File: src/rtl/lu_serial_seq.sv
// Bit-serial sequencer around the 1-bit selectable logic cell: walks two WIDTH-bit
// operands LSB first and assembles AND/NAND (sa) and OR/NOR (sb) results.
module lu_cell (
  input  logic x,
  input  logic y,
  input  logic key,
  output logic ya,
  output logic yb
);
  assign ya = key ? ~(x & y) : (x & y);
  assign yb = key ? ~(x | y) : (x | y);
endmodule

module lu_serial_seq #(
  parameter int WIDTH = 8,
  parameter int IDXW  = 3
) (
  input  logic             clk,
  input  logic             reset_n,
  input  logic             start,
  input  logic             key,
  input  logic [WIDTH-1:0] a,
  input  logic [WIDTH-1:0] b,
  output logic             busy,
  output logic             done,
  output logic [WIDTH-1:0] sa,
  output logic [WIDTH-1:0] sb,
  output logic [IDXW-1:0]  bit_idx
);
  typedef enum logic [1:0] {IDLE, RUN, DONE} state_t;

  localparam logic [IDXW-1:0] LAST = IDXW'(WIDTH - 1);

  state_t           state, state_nxt;
  logic             load, step;
  logic [WIDTH-1:0] a_lat, b_lat;
  logic             key_lat;
  logic             bit_a, bit_b;

  lu_cell u_cell (
    .x   (a_lat[bit_idx]),
    .y   (b_lat[bit_idx]),
    .key (key_lat),
    .ya  (bit_a),
    .yb  (bit_b)
  );

  always_comb begin
    state_nxt = state;
    load      = 1'b0;
    step      = 1'b0;
    case (state)
      IDLE: begin
        if (start) begin
          load      = 1'b1;
          state_nxt = RUN;
        end
      end
      RUN: begin
        step = 1'b1;
        if (bit_idx == LAST) state_nxt = DONE;
      end
      DONE: begin
        // DONE accepts a new start just like IDLE, giving back-to-back operation
        if (start) begin
          load      = 1'b1;
          state_nxt = RUN;
        end else begin
          state_nxt = IDLE;
        end
      end
      default: state_nxt = IDLE;
    endcase
  end

  always_ff @(posedge clk or negedge reset_n) begin
    if (!reset_n) begin
      state   <= IDLE;
      busy    <= 1'b0;
      done    <= 1'b0;
      sa      <= '0;
      sb      <= '0;
      bit_idx <= '0;
      a_lat   <= '0;
      b_lat   <= '0;
      key_lat <= 1'b0;
    end else begin
      state <= state_nxt;
      busy  <= (state_nxt == RUN);
      done  <= (state_nxt == DONE);
      if (load) begin
        a_lat   <= a;
        b_lat   <= b;
        key_lat <= key;
        sa      <= '0;
        sb      <= '0;
        bit_idx <= '0;
      end else if (step) begin
        sa[bit_idx] <= bit_a;
        sb[bit_idx] <= bit_b;
        bit_idx     <= (bit_idx == LAST) ? '0 : bit_idx + IDXW'(1);
      end
    end
  end
endmodule

File: config.mk
export PLATFORM = sky130hd
export DESIGN_NAME = lu_serial_seq
export DESIGN_NICKNAME = d
export VERILOG_FILES = /design/src/rtl/lu_serial_seq.sv
export SDC_FILE = /design/constraint.sdc
export NUM_CORES = 1
export LEC_CHECK = 0
export ABC_AREA = 1
export CAP_MARGIN = 20
export CORE_MARGIN = 2
export CORE_UTILIZATION = 45
export DETAILED_ROUTE_END_ITERATION = 6
export HOLD_SLACK_MARGIN = 0.06
export PLACE_DENSITY = 0.77
export SKIP_CTS_REPAIR_TIMING = 1
export SYNTH_ARGS = -nofsm -noshare
export SYNTH_HDL_FRONTEND = slang
export SYNTH_SLANG_ARGS = --single-unit
File: constraint.sdc
create_clock -name clk -period 1.6 [get_ports clk]
set_clock_uncertainty 0.2 [all_clocks]
set_input_delay 0.32 -clock clk [delete_from_list [all_inputs] [get_ports clk]]
set_output_delay 0.32 -clock clk [all_outputs]
set_load 0.05 [all_outputs]
After elaboration in Yosys (flattened, before gate mapping). Index checks and enable logic that the tools add are counted.

Register bits after elaboration: 40. Input port bits: 20. Output and inout port bits: 21. Word-level logic and storage cells: 49.

$add $sub $neg: 1. Magnitude comparators: 2. Equality and inequality tests: 5. Multiplexer cells: 24. Bitwise gates (word level): 4. Reduce and logical (&&, ||, !) cells: 4.

Operators with widths (count): $mux W8 (4); $bwmux W8 (2); $mux W1 (9); $mux W3 (3); $bmux W1 S3 (2); $pmux W2 S3 (1); $eq A2 B1 Y1 const B (2); $eq A2 B2 Y1 const B (2); $lt A3 B4 Y1 const B (1); $mux W2 (2); $add A3 B1 Y3 const B (1); $demux W1 S3 (1); $eq A3 B3 Y1 const B (1); $ge A3 B1 Y1 const B (1); $logic_not A2 Y1 (1); $not A1 Y1 (2); $reduce_bool A2 Y1 (1); $reduce_or A2 Y1 (1); $and A1 B1 Y1 (1); $logic_and A1 B1 Y1 (1); $or A1 B1 Y1 (1).

Logic depth before layout (Yosys ltp).
Depth in word-level cells: 8. Mapped depth: 11. Mapped depth without buffers: 11.

Modules after synthesis. Synthesis repeated with hierarchy kept, for this count alone.

Cell total of the unflattened synthesis: 252. Area total of the unflattened synthesis: 1938.1 µm².

By module, submodules not included: lu_serial_seq (times used 1, cells an instance 243, area each 1901.8 µm², seq. area each 1001.0 µm²); lu_cell (times used 1, cells an instance 9, area each 36.3 µm², seq. area each 0.0 µm²).

Least setup slack after synthesis. Ideal clock, no wire load.

Path kind: flip-flop to flip-flop. Start: reg bit_idx[2]. End: reg sa[0]. Setup time: 0.118 ns. Arrival: 1.594 ns. Required time: 1.282 ns. Path slack: -0.312 ns. Stages on the path, launching flop included: 11. Path buffers: 1. Clock period less this slack: 1.912 ns. Path through: dfrtp_1 -> buf_4 -> nand2_1 -> inv_2 -> nand2_1 -> nand2_2 -> inv_2 -> nand2_2 -> nand3_2 -> nand3_1 -> nand2_1.

Word-level cells in the longest chain between the ends: 8. Elaborated cells on any way between the ends: 15. Classes of those cells: order compare (2); mux (10); bitwise (2); reduce/logical (1).

Ends and longest elaborated chain: start, declared (line 28) `output logic [IDXW-1:0] bit_idx`; start signal, assigned (line 101) `bit_idx <= (bit_idx == LAST) ? '0 : bit_idx + IDXW'(1);`; parallel branches: the longest is 5 deep, another holds $lt A3 B4 Y1; $bwmux W8 (*) (line 99) `sa[bit_idx] <= bit_a;`; $mux W8 (*) (line 98) `end else if (step) begin`; $mux W8 (*) (line 91) `if (load) begin`; end signal, assigned by index (line 99); end, declared (line 26) `output logic [WIDTH-1:0] sa,`.

Mark *: on every way between the ends. The select of a mux whose other input is x is not followed. A chain may end at the register's enable or synchronous reset.

Worst setup path after layout.
Start: reg bit_idx[2]. End: out bit_idx[2].

No word-level cell between the ends.

==> flow_metrics.env <==
export IMPL_ys_warn_count=0
export IMPL_first_global_vias=1705
export IMPL_core_sq_um=4290
export IMPL_synth_area_leaders="dfrtp_1 (51%), nand2_1 (15%), nand3_1 (4.8%)"
export IMPL_vias=1741
export IMPL_finalCritPeriodShare_pct=106
export IMPL_drc=0
export IMPL_netlist_area_sq_um=1970
export IMPL_status="finished, violations left"
export IMPL_dieArea_sq_um=4930
export IMPL_via_per_inst=5.03
export IMPL_p_leak_nw=1.43
export IMPL_setup_ws_ps=-92.1
export IMPL_dpl_worst_slack_ps=-67.4
export IMPL_fmax_ghz=0.591
export IMPL_wl_mm=4.61
export IMPL_finalNetCount=315
export IMPL_rsz0062_at_grt="true"
export IMPL_ys_ff_latch=40
export IMPL_clkTransAtPathRegs_ps=80
export IMPL_post_synth_top_count_cell="nand2_1"
export IMPL_globalplace_congestion=0.791
export IMPL_cts_htree_levels=2
export IMPL_tritoncts="built"
export IMPL_clockBufferDepth=2
export IMPL_p_per_area_nw_per_um2=2320
export IMPL_ios=41
export IMPL_synth_edf_count=0
export IMPL_ys_types=21
export IMPL_initial_core_util_pct=45.9
export IMPL_critPathCaptureType="output port"
export IMPL_power_mw=7.01
export IMPL_hold_viol=0
export IMPL_wl_per_cell_microns=13.3
export IMPL_synth_common_cells="nand2_1 (80), dfrtp_1 (40), inv_1 (19), nand3_1 (19), o21ai_0 (17)"
export IMPL_setup_viol=20
export IMPL_port_buffers=40
export IMPL_cap_violations=0
export IMPL_yosys_area_top_type="dfrtp_1"
export IMPL_syn_to_final_growth_pct=53.5
export IMPL_start_kind="register"
export IMPL_antenna_cells=0
export IMPL_cts_buffers_inserted=5
export IMPL_die_w_microns=70.2
export IMPL_worst_pin_slew_ps=476
export IMPL_drive_gt1_share_pct=35.7
export IMPL_cts_root_buffer="clkbuf_8"
export IMPL_cp_arrival_ps=1170
export IMPL_die_h_microns=70.2
export IMPL_slew_headroom_pct=68.3
export IMPL_clk_latency_ps=290
export IMPL_maxSlewViolCount=0
export IMPL_violations="negative setup slack"
export IMPL_syn_inst=234
export IMPL_grt_ovfl_total=0
export IMPL_grt_pass1_wl_mm=7.40
export IMPL_fin_crit_ps=1690
export IMPL_yosys_area_top_type_share_pct=50.7
export IMPL_ys_seq_area_share_pct=50.7
export IMPL_drt_iter0_drc=198
export IMPL_required_ps=1080
export IMPL_worst_ir_drop_vdd_v=0.00102
export IMPL_async_reset_ff_share_pct=100
export IMPL_grt_max_degree=33
export IMPL_dr_pass1_iters=4
export IMPL_hp_class="in2async"
export IMPL_critPathMaxFanout=6
export IMPL_antenna_found_initial=0
export IMPL_row_count=24
export IMPL_path_class="reg2out"
export IMPL_clock_sinks=40
export IMPL_syn_num_nets=256
export IMPL_grt_usage_pct=18.9
export IMPL_synth_main_ff_cell="dfrtp_1"
export IMPL_postSynthAreaPerCell_sq_um=8.43
export IMPL_ant_nets=0
export IMPL_dp_hpwl_mm=3.24
-- state kept, by name, summed over array words and instances, names as in the netlist --
name	count
key_lat	1
sa	8
bit_idx	3
done	1
busy	1
a_lat	8
b_lat	8
state	2
sb	8
-- path summary, 6_finish.rpt --
path	start	to	slack (ps)	cells after the start
worst max-delay path	bit_idx[2]$_DFFE_PN0P_	bit_idx[2]	-90	2
worst max register to register	bit_idx[2]$_DFFE_PN0P_	sa[6]$_DFFE_PN0P_	-70	9
worst min-delay path	reset_n	bit_idx[1]$_DFFE_PN0P_	300	2
min in group clk	b_lat[7]$_DFFE_PN0N_	b_lat[7]$_DFFE_PN0N_	300	2
max in group asynchronous	reset_n	sb[7]$_DFFE_PN0P_	330	3
worst min register to register	b_lat[7]$_DFFE_PN0N_	b_lat[7]$_DFFE_PN0N_	300	2
-- metal layers --
metal  up-vias  part of all wire (%)  track usage (%)
met2        50                    54             34.2
met4         0                   2.2             5.98
met3         9                   3.8             4.33
met1       832                    40             22.2
met5         -                     0                0
li1        850                     -                -
-- report_power, final --
part           internal (mW)  switching (mW)
Sequential              1.44           0.357
Clock                  0.306           0.333
Combinational           1.82            2.76
Total                   3.56            3.45
-- worst max-delay path: stages, from the launching register on --
cell and delay [ps]:
dfrtp_2 490, buf_4 240, buf_12 150
-- per-stage QoR --
step	cell area [sq um]	setup TNS [ps]	utilization [%]	instances	hold slack, ps
finish	3030	-848	70.5	346	302
global route	3030	-2350	70.5	346	329
CTS	2830	-545	65.8	344	-211
detailed placement	2750	-651	63.9	336	105
global placement	2750	-29.0	63.9	336	94.4
floorplan	2000	-1440	-	234	-176
-- cells by family after synthesis --
group | share of synthesized area, %
adder cells (fa/ha/maj) | 1.27
buffers and inverters | 7.42
flip-flops | 50.7
AO/OA/AOI/OAI | 4.82
AND/OR/NAND/NOR | 35.8
-- cells in the final DEF (no fill, tap or decap), drive strengths merged --
cell	instances
buf	40
a21oi	2
clkinv	2
dlygate4sd3	1
o21ai	17
dfrtp	40
clkbuf	7
nand2	90
ha	2
nor4	3
nor2	17
clkdlybuf4s50	18
nand3	25
inv	26
nor3	4
-- cell type report --
| cell class | count | area, sq um |
|---|---|---|
| Clock buffer | 7 | 76.3 |
| Clock inverter | 1 | 5.00 |
| Fill cell | 285 | 1270 |
| Inverter | 27 | 114 |
| Multi-Input combinational cell | 160 | 1000 |
| Sequential cell | 40 | 1000 |
| Tap cell | 52 | 65.1 |
| Timing Repair Buffer | 59 | 758 |
Power figures use the tool's default switching activity.
